## config.mk

```make
export PLATFORM = sky130hd
export DESIGN_NAME = cpu_trace_buffer
export DESIGN_NICKNAME = d
export VERILOG_FILES = /design/src/rtl/trace_pkg.sv /design/src/rtl/trace_fifo.sv /design/src/rtl/cpu_trace_buffer.sv
export SDC_FILE = /design/constraint.sdc
export NUM_CORES = 2
export LEC_CHECK = 0
export CORE_MARGIN = 1
export CORE_UTILIZATION = 35
export DETAILED_ROUTE_END_ITERATION = 10
export PLACE_DENSITY = 0.51
export RECOVER_POWER = 100
export REMOVE_ABC_BUFFERS = 1
export SYNTH_ARGS = -nofsm -noshare
export SYNTH_HDL_FRONTEND = slang
export SYNTH_HIERARCHICAL = 1
export SYNTH_SLANG_ARGS = --single-unit
```

## constraint.sdc

```tcl
create_clock -name clk -period 7 [get_ports clk]
set_input_delay 0.7 -clock clk [delete_from_list [all_inputs] [get_ports clk]]
set_output_delay 0.7 -clock clk [all_outputs]
set_load 0.03 [all_outputs]
```

## src/rtl/trace_pkg.sv

```systemverilog
// trace_pkg
// Shared definitions for the CPU commit-trace recorder: the packed entry
// layout, the word order used by the serializer and the serializer states.
// No ports; imported by trace_fifo and cpu_trace_buffer.
package trace_pkg;

    // Entry layout, MSB first: {pc, inst, rf_wena, rf_waddr, rf_wdata}
    localparam int TRACE_W   = 102;
    localparam int WDATA_LSB = 0;
    localparam int WADDR_LSB = 32;
    localparam int WENA_BIT  = 37;
    localparam int INST_LSB  = 38;
    localparam int PC_LSB    = 70;

    // Order in which the four words of an entry leave the serializer
    localparam logic [1:0] WORD_PC    = 2'd0;
    localparam logic [1:0] WORD_INST  = 2'd1;
    localparam logic [1:0] WORD_RF    = 2'd2;
    localparam logic [1:0] WORD_WDATA = 2'd3;

    typedef enum logic [2:0] {
        ST_IDLE,
        ST_W0,
        ST_W1,
        ST_W2,
        ST_W3
    } ser_state_t;

    function automatic logic [TRACE_W-1:0] pack_entry(
        input logic [31:0] pc,
        input logic [31:0] inst,
        input logic        wena,
        input logic [4:0]  waddr,
        input logic [31:0] wdata
    );
        return {pc, inst, wena, waddr, wdata};
    endfunction

    // The register-write word carries the enable in bit 31 and the
    // destination register in the low five bits.
    function automatic logic [31:0] entry_word(
        input logic [TRACE_W-1:0] entry,
        input logic [1:0]         idx
    );
        logic [31:0] word;
        case (idx)
            WORD_PC:   word = entry[PC_LSB +: 32];
            WORD_INST: word = entry[INST_LSB +: 32];
            WORD_RF:   word = {entry[WENA_BIT], 26'b0, entry[WADDR_LSB +: 5]};
            default:   word = entry[WDATA_LSB +: 32];
        endcase
        return word;
    endfunction

endpackage

```

## src/rtl/trace_fifo.sv

```systemverilog
// trace_fifo
// Synchronous FIFO with a combinational head (no read latency).
// Ports:
//   clk, rst      clock and asynchronous active-high reset
//   push, wdata   write an entry at the tail
//   pop           drop the head entry
//   rdata         current head entry
//   full, empty   occupancy == DEPTH / occupancy == 0
//   count         occupancy, ADDR_W+1 bits
// The owner never pushes into a full FIFO unless it pops in the same cycle,
// and never pops an empty one.
module trace_fifo
    import trace_pkg::*;
#(
    parameter int WIDTH  = TRACE_W,
    parameter int DEPTH  = 16,
    parameter int ADDR_W = 4
) (
    input  logic              clk,
    input  logic              rst,
    input  logic              push,
    input  logic              pop,
    input  logic [WIDTH-1:0]  wdata,
    output logic [WIDTH-1:0]  rdata,
    output logic              full,
    output logic              empty,
    output logic [ADDR_W:0]   count
);

    localparam logic [ADDR_W:0] FULL_COUNT = (ADDR_W + 1)'(DEPTH);

    logic [WIDTH-1:0]  mem [DEPTH];
    logic [ADDR_W-1:0] wptr;
    logic [ADDR_W-1:0] rptr;

    // Storage array; contents need no reset because occupancy gates reads.
    always_ff @(posedge clk) begin
        if (push) begin
            mem[wptr] <= wdata;
        end
    end

    // Pointers wrap naturally at DEPTH; a simultaneous push and pop leaves
    // the occupancy unchanged even when full, since the head is consumed
    // from the combinational read port in that same cycle.
    always_ff @(posedge clk or posedge rst) begin
        if (rst) begin
            wptr  <= '0;
            rptr  <= '0;
            count <= '0;
        end else begin
            if (push) begin
                wptr <= wptr + 1'b1;
            end
            if (pop) begin
                rptr <= rptr + 1'b1;
            end
            case ({push, pop})
                2'b10:   count <= count + 1'b1;
                2'b01:   count <= count - 1'b1;
                default: count <= count;
            endcase
        end
    end

    assign rdata = mem[rptr];
    assign full  = (count == FULL_COUNT);
    assign empty = (count == '0);

endmodule

```

## src/rtl/cpu_trace_buffer.sv

```systemverilog
// cpu_trace_buffer
// Captures one retiring-instruction record per enabled clock into a FIFO and
// streams each record out as four 32-bit words over a valid/ready interface.
// Ports:
//   clk, rst                     clock and asynchronous active-high reset
//   trace_en                     capture enable
//   pc, inst                     retiring instruction address and word
//   rf_wena, rf_waddr, rf_wdata  register-file write port
//   out_valid, out_ready         word handshake
//   out_data, out_last           word and end-of-entry marker
//   full, empty                  FIFO status
//   overflow, drop_count         sticky drop flag and saturating drop count
//   rec_count, done              accepted entries and record limit reached
module cpu_trace_buffer
    import trace_pkg::*;
#(
    parameter int          DEPTH       = 16,
    parameter int          ADDR_W      = 4,
    parameter logic [31:0] MAX_RECORDS = 32'h0000_0230
) (
    input  logic        clk,
    input  logic        rst,
    input  logic        trace_en,
    input  logic [31:0] pc,
    input  logic [31:0] inst,
    input  logic        rf_wena,
    input  logic [4:0]  rf_waddr,
    input  logic [31:0] rf_wdata,
    output logic        out_valid,
    input  logic        out_ready,
    output logic [31:0] out_data,
    output logic        out_last,
    output logic        full,
    output logic        empty,
    output logic        overflow,
    output logic [15:0] drop_count,
    output logic [31:0] rec_count,
    output logic        done
);

    localparam logic [ADDR_W:0] DEPTH_COUNT = (ADDR_W + 1)'(DEPTH);

    ser_state_t         state;
    ser_state_t         state_next;
    logic [TRACE_W-1:0] entry_q;
    logic [TRACE_W-1:0] head;
    logic [ADDR_W:0]    occupancy;
    logic               cap;
    logic               push_ok;
    logic               pop;
    logic [1:0]         word_idx;

    assign done    = (rec_count == MAX_RECORDS);
    assign cap     = trace_en && !done;
    assign push_ok = cap && ((occupancy < DEPTH_COUNT) || pop);

    trace_fifo #(
        .WIDTH  (TRACE_W),
        .DEPTH  (DEPTH),
        .ADDR_W (ADDR_W)
    ) u_fifo (
        .clk   (clk),
        .rst   (rst),
        .push  (push_ok),
        .pop   (pop),
        .wdata (pack_entry(pc, inst, rf_wena, rf_waddr, rf_wdata)),
        .rdata (head),
        .full  (full),
        .empty (empty),
        .count (occupancy)
    );

    // Accepted and dropped entries are counted here; once the record limit
    // is reached cap stays low, so neither counter moves again.
    always_ff @(posedge clk or posedge rst) begin
        if (rst) begin
            rec_count  <= '0;
            overflow   <= 1'b0;
            drop_count <= '0;
        end else begin
            if (push_ok) begin
                rec_count <= rec_count + 32'd1;
            end
            if (cap && !push_ok) begin
                overflow <= 1'b1;
                if (drop_count != 16'hFFFF) begin
                    drop_count <= drop_count + 16'd1;
                end
            end
        end
    end

    // Serializer state and the output entry register; the head entry is
    // copied out of the FIFO at the moment it is popped.
    always_ff @(posedge clk or posedge rst) begin
        if (rst) begin
            state   <= ST_IDLE;
            entry_q <= '0;
        end else begin
            state <= state_next;
            if (pop) begin
                entry_q <= head;
            end
        end
    end

    // Next-state logic. Pops happen only when loading a new entry: from IDLE
    // whenever data is waiting, or straight out of an accepted W3 so that
    // consecutive entries stream without a bubble.
    always_comb begin
        state_next = state;
        pop        = 1'b0;
        case (state)
            ST_IDLE: begin
                if (!empty) begin
                    pop        = 1'b1;
                    state_next = ST_W0;
                end
            end
            ST_W0: if (out_ready) state_next = ST_W1;
            ST_W1: if (out_ready) state_next = ST_W2;
            ST_W2: if (out_ready) state_next = ST_W3;
            ST_W3: begin
                if (out_ready) begin
                    if (!empty) begin
                        pop        = 1'b1;
                        state_next = ST_W0;
                    end else begin
                        state_next = ST_IDLE;
                    end
                end
            end
            default: state_next = ST_IDLE;
        endcase
    end

    // Outputs depend only on registered state, so they hold steady while
    // the consumer stalls.
    always_comb begin
        word_idx  = WORD_PC;
        out_valid = 1'b0;
        out_last  = 1'b0;
        out_data  = '0;
        case (state)
            ST_W0: word_idx = WORD_PC;
            ST_W1: word_idx = WORD_INST;
            ST_W2: word_idx = WORD_RF;
            ST_W3: word_idx = WORD_WDATA;
            default: word_idx = WORD_PC;
        endcase
        if (state != ST_IDLE) begin
            out_valid = 1'b1;
            out_data  = entry_word(entry_q, word_idx);
            out_last  = (state == ST_W3);
        end
    end

endmodule

```

==> flow_summary_export.csv <==
group,metric,value,unit
logic_synthesis,ys_warn_count,6,
clock_tree,root_buffer,"clkbuf_16",
routing,route.vias.total,32790,
placed_design,hpwl,96860,µm
floorplan,die-area,0.1982,mm²
placed_design,place_congestion,0.7556,
clock_tree,cts_tree,"built",
cells_and_area,fin_nets,3567,
cells_and_area,postLayoutCellArea,0.07982,mm²
setup_path,crit_path_cell_trace,"or2_0, o31ai_1, o211ai_1, inv_1, nand2_1, nor2_1, and2_2, clkbuf_4",
setup_path,endpoint_kind,"register",
routing,wl_met3,7545,µm
logic_synthesis,netlist_area,0.06876,mm²
placed_design,post_dp_cell_area,0.07395,mm²
clock_tree,cts_hold_buffers,0,
clock_tree,cts.sinks,1799,
setup_path,r2r_cells,8,
clock_tree,cts_resized,0,
timing,fmaxAchievable,0.1730,GHz
floorplan,start_util,35.26,%
grt,antenna_found_initial,20,
setup_path,timing.rr.start,"state[1]$_DFFE_PP0P_",
setup_path,critPathMaxFanout,102,
floorplan,ios,192,
floorplan,die_w,445.2,µm
routing,met1_length,75610,µm
cells_and_area,final_cells,6237,
setup_path,cp-start-kind,"register",
cells_and_area,area_growth,16.08,%
job,drv_cap,5,
setup_path,r2r_end,"u_fifo/mem[6][53]$_DFFE_PP_",
timing,slew-limit-headroom,-225.2,%
timing,rsz0062_at_grt,"false",
routing,post_drt_wl_per_cell,27.80,µm
routing,drt_first_iter_violations,2710,
hold_path,hold_path.class,"input pin to asynchronous set/reset pin",
power_and_ir_drop,p_per_area,410.1,mW/mm²
setup_path,crit_arrival,6160,ps
routing,via_per_inst,5.257,
grt,grt_max_degree,108,
clock_tree,clk_pin_slew,60,ps
setup_path,worst_path_largest_cell_delay,1560,ps
cells_and_area,multi_input_comb_area,0.01469,mm²
timing,worst_pin_slew,4878,ps
setup_path,cpLargestDelayFamily,"buffers and inverters",
timing,fin_setup_tns,0,ps
logic_synthesis,synthArstFlopShare,9.283,%
logic_synthesis,synth_area_per_cell,21.64,µm²
timing,min_period_over_period,82.56,%
logic_synthesis,synth_cells,3177,
clock_tree,ctsLongestPathBuffers,3,
logic_synthesis,ys_seq_area_share,77.35,%
timing,min_period,5779,ps
logic_synthesis,synthFlopType,"edfxtp_1",
power_and_ir_drop,leakage,25.81,nW
grt,grt_pass1_vias,34230,
placed_design,dp.cells,5881,
grt,overflow,0,
logic_synthesis,synth-edff-count,1632,
grt,grt_pass1_wl,251000,µm
cells_and_area,drive_gt1_share,23.64,%
routing,drtAntennaViolNets,0,
floorplan,num_rows,162,
floorplan,die_height,445.2,µm
setup_path,path_buf_inv,2,
clock_tree,postCtsSetupRepairBufs,0,
timing,slew_viol_final,374,
clock_tree,cts_made_buffers,190,
setup_path,cpMaxStageDelayCell,"clkbuf_4",
routing,drc_errors,0,
placed_design,portBuffers,191,
timing,finalHoldViolCount,0,
setup_path,path_class,"register to register",
floorplan,core-area,0.1950,mm²
run_status,violations,"max-capacitance violations, max-slew violations",
cells_and_area,nFillCells,17320,
run_status,status,"complete, but fails checks",
power_and_ir_drop,irDropWorstVdd,0.3044,mV
setup_path,required,7380,ps
setup_path,r2r_slack,1220,ps
clock_tree,clock_latency,830,ps
routing,highest_layer,"met4",
timing,clock_skew,33.99,ps
logic_synthesis,ys_ff_latch,1799,
timing,finalSetupViolations,0,
grt,grtUsageTotal,17.54,%
routing,wl,173400,µm
clock_tree,htreeDepth,4,
logic_synthesis,ys_types,53,
routing,wl_met2,86400,µm
routing,drtPass1Iterations,5,
cells_and_area,seq_area,0.05319,mm²
timing,timing.hold.ws,458.8,ps
[kinds of logic after synthesis]
kind of cell	after synthesis	share of synthesized area, %
muxes	518	15.16
DFF	1799	77.35
AOI/OAI and AO/OA	290	3.097
and+or+nand+nor	313	2.134
adders and majority gates	12	0.2184
xor gates and xnor gates	57	0.7260
buffers and inverters	188	1.317
[cells in the final DEF (no fill, tap or decap), types with 4 or more instances in the layout]
master,count
nand4_1,14
clkbuf_16,195
or3_1,4
nand2_1,165
xnor2_1,17
dfrtp_1,164
clkdlybuf4s50_1,4
clkbuf_1,70
inv_1,17
a21oi_1,8
mux2i_1,4
o21ai_0,35
bufinv_16,10
diode_2,5
buf_12,19
nor4_1,11
clkbuf_2,11
nor3_1,26
clkinv_1,31
nand3_1,15
clkbuf_8,9
and2_4,14
mux2_2,106
mux4_2,408
ha_1,12
a22oi_1,230
edfxtp_1,1632
buf_4,28
clkinv_2,23
dlygate4sd3_1,187
xor2_1,40
nor3b_1,4
nor2_1,29
[registers in the layout, indices dropped and copies added, names as in the netlist, 3 cells and up]
register / flops
drop_count: 16
u_fifo/mem: 1632
u_fifo/rptr: 4
u_fifo/wptr: 4
state: 3
rec_count: 32
u_fifo/count: 5
entry_q: 102
[routing by layer]
metal  GRT usage [%]  up-vias
li1                -    13830
met1           23.99    17900
met2           29.25      804
met3           2.624      259
met4           4.702        0
met5               0        -
[synth_stat cells, types with 6 or more instances]
cell type / number / area share [%]
a21oi_1: 8 / 0.058
a22oi_1: 230 / 2.5
and2_1: 20 / 0.18
buf_1: 30 / 0.16
buf_2: 22 / 0.16
buf_4: 42 / 0.46
clkbuf_1: 75 / 0.41
dfrtp_1: 167 / 6.1
edfxtp_1: 1632 / 71
ha_1: 12 / 0.22
inv_1: 16 / 0.087
mux2_2: 106 / 1.7
mux4_2: 408 / 13
nand2_1: 165 / 0.90
nand3_1: 15 / 0.11
nand4_1: 14 / 0.13
nor2_1: 30 / 0.16
nor2b_1: 6 / 0.055
nor3_1: 26 / 0.19
nor4_1: 10 / 0.091
o21ai_0: 35 / 0.25
xnor2_1: 17 / 0.22
xor2_1: 40 / 0.51
[layout make-up]
type                       count  share of cell area (%)
clock buffer                 274                   6.598
clock inverter                77                  0.9233
tap                         2624                   4.113
inverter                      17                 0.07994
antenna                        5                 0.01568
multi-input combinational   1190                   18.40
timing repair buffer         251                   3.223
sequential                  1799                   66.64
[worst max path at each step]
stage	slack [ps]	startpoint	end	cells past startpoint
final	1220	state[1]$_DFFE_PP0P_	u_fifo/mem[6][53]$_DFFE_PP_	8
after global routing	900	state[1]$_DFFE_PP0P_	u_fifo/mem[6][17]$_DFFE_PP_	8
after CTS	1810	state[2]$_DFFE_PP0P_	out_data[25]	5
after detailed placement	2170	out_ready	u_fifo/mem[11][73]$_DFFE_PP_	9
after global placement	2310	out_ready	u_fifo/mem[11][41]$_DFFE_PP_	9
after floorplan	-9920	u_fifo/rptr[0]$_DFFE_PP0P_	entry_q[0]$_DFFE_PP0P_	4
[where the power goes]
group          switching [mW]  total [mW]  internal (mW)
clock network            4.14        9.74           5.60
registers               0.550        13.5           12.9
logic                    5.50        9.53           4.04
total                    10.2        32.7           22.6
[per-stage QoR]
| stage | total power, mW | setup slack, ps | utilization (%) |
|---|---|---|---|
| floorplan | 20.47 | -9916 | - |
| global placement | 23.45 | 2315 | 37.93 |
| detailed placement | 23.50 | 2174 | 37.93 |
| CTS | 33.29 | 1813 | 41.00 |
| global route | 34.15 | 899.6 | 40.93 |
| finish | 32.74 | 1221 | 40.94 |
Note: power is estimated with default switching activity, not from simulation.
